## config.mk

```make
export PLATFORM = sky130hd
export DESIGN_NAME = instr_fetch_decode
export DESIGN_NICKNAME = d
export VERILOG_FILES = /design/src/rtl/instr_fetch_decode.sv
export SDC_FILE = /design/constraint.sdc
export NUM_CORES = 1
export LEC_CHECK = 0
export ABC_AREA = 1
export CAP_MARGIN = 15
export CORE_UTILIZATION = 59
export DETAILED_ROUTE_END_ITERATION = 7
export PLACE_DENSITY_LB_ADDON = 0.2
export SLEW_MARGIN = 20
export SYNTH_ARGS = -nofsm -noshare
export SYNTH_HDL_FRONTEND = slang
export SYNTH_SLANG_ARGS = --single-unit
```

## constraint.sdc

```tcl
create_clock -name clk -period 2.2 [get_ports clk]
set_clock_uncertainty 0.05 [all_clocks]
set_input_delay 0.44 -clock clk [delete_from_list [all_inputs] [get_ports clk]]
set_output_delay 0.44 -clock clk [all_outputs]
set_load 0.02 [all_outputs]
```

## src/rtl/instr_fetch_decode.sv

```systemverilog
// Instruction memory with fetch/decode stage: loads a program word-by-word in LOAD mode,
// then fetches mem[pc] in RUN mode, reports jump targets and registers the instruction.
`timescale 1ns/1ps
module instr_fetch_decode #(
  parameter int ADDR_W  = 4,
  parameter int DEPTH   = 16,
  parameter int INSTR_W = 8
) (
  input  logic               clk,
  input  logic               rst,
  input  logic               state_i,
  input  logic [ADDR_W-1:0]  pc_i,
  input  logic               load_valid_i,
  input  logic [INSTR_W-1:0] load_data_i,
  output logic               load_ready_o,
  output logic               load_o,
  output logic               load_full_o,
  input  logic               zero_flag_i,
  output logic [ADDR_W-1:0]  pc_count_o,
  output logic               instr_valid_o,
  output logic [3:0]         ir_opcode_o,
  output logic [3:0]         ir_operand_o,
  output logic               halted_o
);

  localparam int CNT_W = ADDR_W + 1;
  localparam logic [CNT_W-1:0] DEPTH_C = CNT_W'(DEPTH);

  localparam logic [3:0] OP_HALT = 4'hD;
  localparam logic [3:0] OP_JZ   = 4'hE;
  localparam logic [3:0] OP_JMP  = 4'hF;

  typedef enum logic [1:0] {
    ST_LOAD = 2'd0,
    ST_RUN  = 2'd1,
    ST_HALT = 2'd2
  } fsm_t;

  fsm_t               fsm_q, fsm_d;
  logic [CNT_W-1:0]   wr_cnt_q, wr_cnt_d;
  logic [3:0]         ir_opcode_q, ir_opcode_d;
  logic [3:0]         ir_operand_q, ir_operand_d;
  logic               instr_valid_q, instr_valid_d;
  logic [INSTR_W-1:0] mem_q [DEPTH];

  logic [INSTR_W-1:0] word_s;
  logic [3:0]         opcode_s;
  logic [3:0]         operand_s;
  logic               load_ready_s;
  logic               load_s;
  logic [ADDR_W-1:0]  pc_count_s;

  assign word_s    = mem_q[pc_i];
  assign opcode_s  = word_s[INSTR_W-1 -: 4];
  assign operand_s = word_s[3:0];

  // Next-state, write handshake and fetch/decode; rst gates the handshake so it reads 0 in reset
  always_comb begin
    fsm_d         = fsm_q;
    wr_cnt_d      = wr_cnt_q;
    ir_opcode_d   = ir_opcode_q;
    ir_operand_d  = ir_operand_q;
    instr_valid_d = 1'b0;
    load_ready_s  = 1'b0;
    load_s        = 1'b0;
    pc_count_s    = {ADDR_W{1'b0}};
    case (fsm_q)
      ST_LOAD: begin
        load_ready_s = !rst && (wr_cnt_q < DEPTH_C);
        load_s       = load_valid_i && load_ready_s;
        if (load_s) begin
          wr_cnt_d = wr_cnt_q + CNT_W'(1);
        end else begin
          wr_cnt_d = wr_cnt_q;
        end
        if (state_i) begin
          fsm_d = ST_RUN;
        end else begin
          fsm_d = ST_LOAD;
        end
      end
      ST_RUN: begin
        if ((opcode_s == OP_JMP) || ((opcode_s == OP_JZ) && zero_flag_i)) begin
          pc_count_s = ADDR_W'(operand_s);
        end else begin
          pc_count_s = {ADDR_W{1'b0}};
        end
        if (!state_i) begin
          fsm_d    = ST_LOAD;
          wr_cnt_d = {CNT_W{1'b0}};
        end else begin
          ir_opcode_d  = opcode_s;
          ir_operand_d = operand_s;
          // A captured HALT leaves instr_valid low so HALT state never reports a valid instruction
          if (opcode_s == OP_HALT) begin
            fsm_d = ST_HALT;
          end else begin
            instr_valid_d = 1'b1;
          end
        end
      end
      ST_HALT: begin
        if (!state_i) begin
          fsm_d    = ST_LOAD;
          wr_cnt_d = {CNT_W{1'b0}};
        end else begin
          fsm_d = ST_HALT;
        end
      end
      default: begin
        fsm_d    = ST_LOAD;
        wr_cnt_d = {CNT_W{1'b0}};
      end
    endcase
  end

  // Control and instruction registers
  always_ff @(posedge clk or posedge rst) begin
    if (rst) begin
      fsm_q         <= ST_LOAD;
      wr_cnt_q      <= {CNT_W{1'b0}};
      ir_opcode_q   <= 4'h0;
      ir_operand_q  <= 4'h0;
      instr_valid_q <= 1'b0;
    end else begin
      fsm_q         <= fsm_d;
      wr_cnt_q      <= wr_cnt_d;
      ir_opcode_q   <= ir_opcode_d;
      ir_operand_q  <= ir_operand_d;
      instr_valid_q <= instr_valid_d;
    end
  end

  // Program storage survives reset so a partially loaded program is kept
  always_ff @(posedge clk) begin
    if (load_s) begin
      mem_q[pc_i] <= load_data_i;
    end
  end

  assign load_ready_o  = load_ready_s;
  assign load_o        = load_s;
  assign load_full_o   = (fsm_q == ST_LOAD) && (wr_cnt_q == DEPTH_C);
  assign pc_count_o    = pc_count_s;
  assign instr_valid_o = instr_valid_q;
  assign ir_opcode_o   = ir_opcode_q;
  assign ir_operand_o  = ir_operand_q;
  assign halted_o      = (fsm_q == ST_HALT);

endmodule

```

==> impl_table.tex <==
\begin{tabular}{lr}
\hline
Metric & Value \\
\hline
\multicolumn{2}{l}{\textbf{Critical path}} \\
\quad Slowest cell on the critical path & buf\_4 \\
\quad Slack of the worst reg-to-reg path & 0.20 ns \\
\quad Largest incremental delay on the critical path & about 0.19 ns \\
\quad Crit end category & output pin \\
\quad Worst Setup Start Kind & primary input \\
\quad Worst Path Class, Setup & in2out \\
\quad Most prevalent standard cell on the critical path & nand2\_1 \\
\quad Critical path data arrival time & about 1.9 ns \\
\quad Worst-path cell chain & buf\_6 > inv\_4 > buf\_4 > nand2\_1 > nand2\_1 > nand2\_1 > nand2\_1 > nand2\_1 > nand2\_1 > nor2\_4 > nand2\_2 > nand4\_4 > nor2\_2 > buf\_6 \\
\quad Source of the worst register-to-register timing path & fsm\_q[0] \\
\quad FF-to-FF path depth & 8 \\
\quad Required time worst endpoint & 1.71 ns \\
\quad Worst R2R End & mem\_q[12][3] \\
\quad Maximum fanout along the worst path & 7 \\
\multicolumn{2}{l}{\textbf{Detailed routing}} \\
\quad Iteration count of the initial detailed-routing pass & 5 \\
\quad Average wire per cell in the routed design & 18.8 um \\
\quad Routed Antenna Nets & 0 \\
\quad Post-detailed-routing wire length & 14.9 mm \\
\quad Via count & $\sim$4500 \\
\quad Number of remaining DRC errors & 0 \\
\quad DRT iter0 DRCs & 457 \\
\quad Routed via count divided by cell count & 5.65 \\
\multicolumn{2}{l}{\textbf{Clock network}} \\
\quad Worst-path clk slew & 0.06 ns \\
\quad \# clock sinks & approximately 140 \\
\quad H-tree levels & 4 \\
\quad TritonCTS clock tree & built \\
\quad Number of hold buffers added after CTS & 0 \\
\quad Clock buffer count from CTS & 17 \\
\quad Buffer levels on the longest clock path & 2 \\
\quad CTS root buffer & clkbuf\_8 \\
\quad Worst-Skew Late Latency & 0.52 ns \\
\multicolumn{2}{l}{\textbf{Logic synthesis}} \\
\quad FF+latch count, synth & 144 \\
\quad Synthesized instance count & 530 \\
\quad Avg Synthesized Cell Area & 11.4 sq um \\
\quad Ys Warns & 0 \\
\quad Async set-reset flop share out of synthesis & between 10\% and 20\% \\
\quad Net Count, Synth & about 550 \\
\quad Netlist area before placement & between 6000 and 7000 sq um \\
\quad Share of Yosys cell area claimed by the top area cell type & 63.5\% \\
\quad Biggest area consumer among synthesized cells & edfxtp\_1 \\
\quad Register area share after synthesis & 70.1\% \\
\quad Most used flip-flop cell after synthesis & edfxtp\_1 \\
\quad Number of distinct library cells after synthesis & 27 \\
\quad Number of enable-type register cells in the synthesized netlist & 128 \\
\quad Most instantiated cells after synthesis & nand2\_1, edfxtp\_1, nor2\_1 \\
\quad Leading post-synthesis cells by cell area & edfxtp\_1, nand2\_1, dfrtp\_1, nor3\_1, nor2\_1 \\
\quad Count leader, synth & nand2\_1 \\
\multicolumn{2}{l}{\textbf{Floorplanning}} \\
\quad Die Span X & around 100 um \\
\quad Std cell rows & 36 \\
\quad Core box area & 9860 sq um \\
\quad Top Ports & 34 \\
\quad Initial core utilization & 61.3\% \\
\quad Die height & 103 um \\
\quad Die ar. & around 11000 sq um \\
\multicolumn{2}{l}{\textbf{Power}} \\
\quad Max IR drop VDD & 0.584 mV \\
\quad Pwr/cell area & 902 nW/um\^{}2 \\
\quad Final Power & 7140 uW \\
\quad Total leakage power & 0.00324 uW \\
\multicolumn{2}{l}{\textbf{STA}} \\
\quad Final Hold Viols & 0 \\
\quad Final WS setup & -0.233 ns \\
\quad Headroom to the max-slew limit & 56.0\% \\
\quad Max Fclk & 0.411 GHz \\
\quad Ratio of final minimum period to clock period & 111\% \\
\quad Setup repair after global routing missed its margin & true \\
\quad Number of max-slew violations in the final report & 0 \\
\quad Clock period minus worst slack & between 2 and 2.5 ns \\
\quad Count of final setup violators & 4 \\
\quad Tightest Pin Transition & 0.659 ns \\
\multicolumn{2}{l}{\textbf{Cells and area}} \\
\quad Number of antenna repair diodes & 0 \\
\quad Fill cell count & 533 \\
\quad Final core utilization & 80.2\% \\
\quad Nets & 667 \\
\quad Growth of design area from synthesis to finish & 30.8\% \\
\quad Share of final-layout standard cells stronger than drive strength 1 & between 20\% and 30\% \\
\quad Number of standard cells in the layout, taps in and fillers out & 790 \\
\multicolumn{2}{l}{\textbf{Outcome}} \\
\quad Failing checks & negative setup slack \\
\quad Result of the run & finished with violations \\
\multicolumn{2}{l}{\textbf{Job}} \\
\quad Maxcap violations & 0 \\
\multicolumn{2}{l}{\textbf{GRT}} \\
\quad Number of global-route vias before repair & 4287 \\
\quad First-pass GRT wire length & 22.6 mm \\
\quad Global route overflow & 0 \\
\quad Aggregate global-route resource usage & approximately 30\% \\
\quad Antenna violations before repair & 0 \\
\quad Pin count of the biggest net entering global routing & 28 \\
\multicolumn{2}{l}{\textbf{Placement}} \\
\quad Buffers added on ports & 33 \\
\quad Last weighted congestion value of the routability-driven placer & 0.872 \\
\quad Detailed placement HPWL & approximately 9 mm \\
\quad Post-Place Cells & 746 \\
\multicolumn{2}{l}{\textbf{Min path}} \\
\quad Classification of the worst-slack hold path & in2async \\
\hline
\end{tabular}
-- area by class of cell --
type / instances / area (sq um) / share of cell area (%)
sequential: 144 / 4240 / 53.6
inverter: 28 / 116 / 1.47
clock inverter: 11 / 116 / 1.47
tap: 133 / 166 / 2.10
multi-input combinational: 340 / 1740 / 22.0
timing repair buffer: 113 / 1090 / 13.8
clock buffer: 21 / 439 / 5.55
-- cells by family (layout without fill, tap and decap cells) --
logic type / after synthesis / in the layout / share of synthesized area [%]
buf+inv: 46 / 173 / 4.34
fa+ha+maj: 6 / 6 / 1.24
simple gates: 289 / 289 / 19.5
compound gates: 45 / 45 / 4.82
flops: 144 / 144 / 70.1
-- layout by cell type (no fill, tap or decap), drive strengths merged, types with 5 or more instances in the layout --
cell and instances:
dfrtp 16, ha 6, nor3 30, o31ai 12, nor2 38, buf 87
o22ai 12, a21oi 5, clkdlybuf4s50 21, nand3 5, edfxtp 128, nand2 214
a22oi 8, clkbuf 22, clkinv 7, o21ai 7, inv 27
-- where the power goes --
part           switching [uW]  internal (uW)
clock network            1050           1630
logic                     746            524
registers                67.4           3120
-- worst max-delay path by stage --
stage,start,to,slack [ns],cells past startpoint
2_1_floorplan,pc_i[1],pc_count_o[0],0.06,11
3_3_place_gp,pc_i[0],pc_count_o[2],-1.09,11
3_5_place_dp,pc_i[0],pc_count_o[2],-1.17,11
4_1_cts,mem_q[2][3],pc_count_o[3],-0.20,8
5_1_grt,mem_q[10][7],pc_count_o[2],-0.32,11
6_report,pc_i[0],pc_count_o[2],-0.23,14
-- routing by layer --
metal  up-vias  wire, um  global-route usage [%]
met5         -         0                       0
met4         0       507                    13.7
met3        43      1020                    5.78
met2       224      7430                    50.8
met1      2143      5910                    38.5
li1       2050         -                       -
-- worst max-delay path, delay by kind of cell --
| family | cells | cell delay, ns |
|---|---|---|
| and+or+nand+nor | 10 | 0.93 |
| buffers and inverters | 4 | 0.57 |
-- stage by stage --
stage | setup slack (ns) | instance area (sq um) | hold slack, ns | TNS [ns]
after CTS | -0.201 | 7820 | 0.257 | -0.711
after floorplan | 0.0581 | 6100 | 0.221 | 0
after global placement | -1.09 | 7040 | 0.417 | -24.48
final | -0.233 | 7920 | 0.264 | -0.847
after detailed placement | -1.17 | 7040 | 0.425 | -28.79
after global routing | -0.318 | 7920 | 0.302 | -1.21
-- state kept, by name, indices dropped and copies added, names as in the netlist --
signal and flops:
instr_valid_o 1, mem_q 128, ir_operand_o 4, ir_opcode_o 4
fsm_q 2, wr_cnt_q 5
-- timing repair --
item | in CTS | in global routing
setup endpoints to repair | 8 | 7
resized for setup | 76 | 21
gates cloned | 2 | 1
pin swaps | 10 | 5
setup buffers | 8 | 1
No activity file was read; power rests on OpenSTA's default activity.
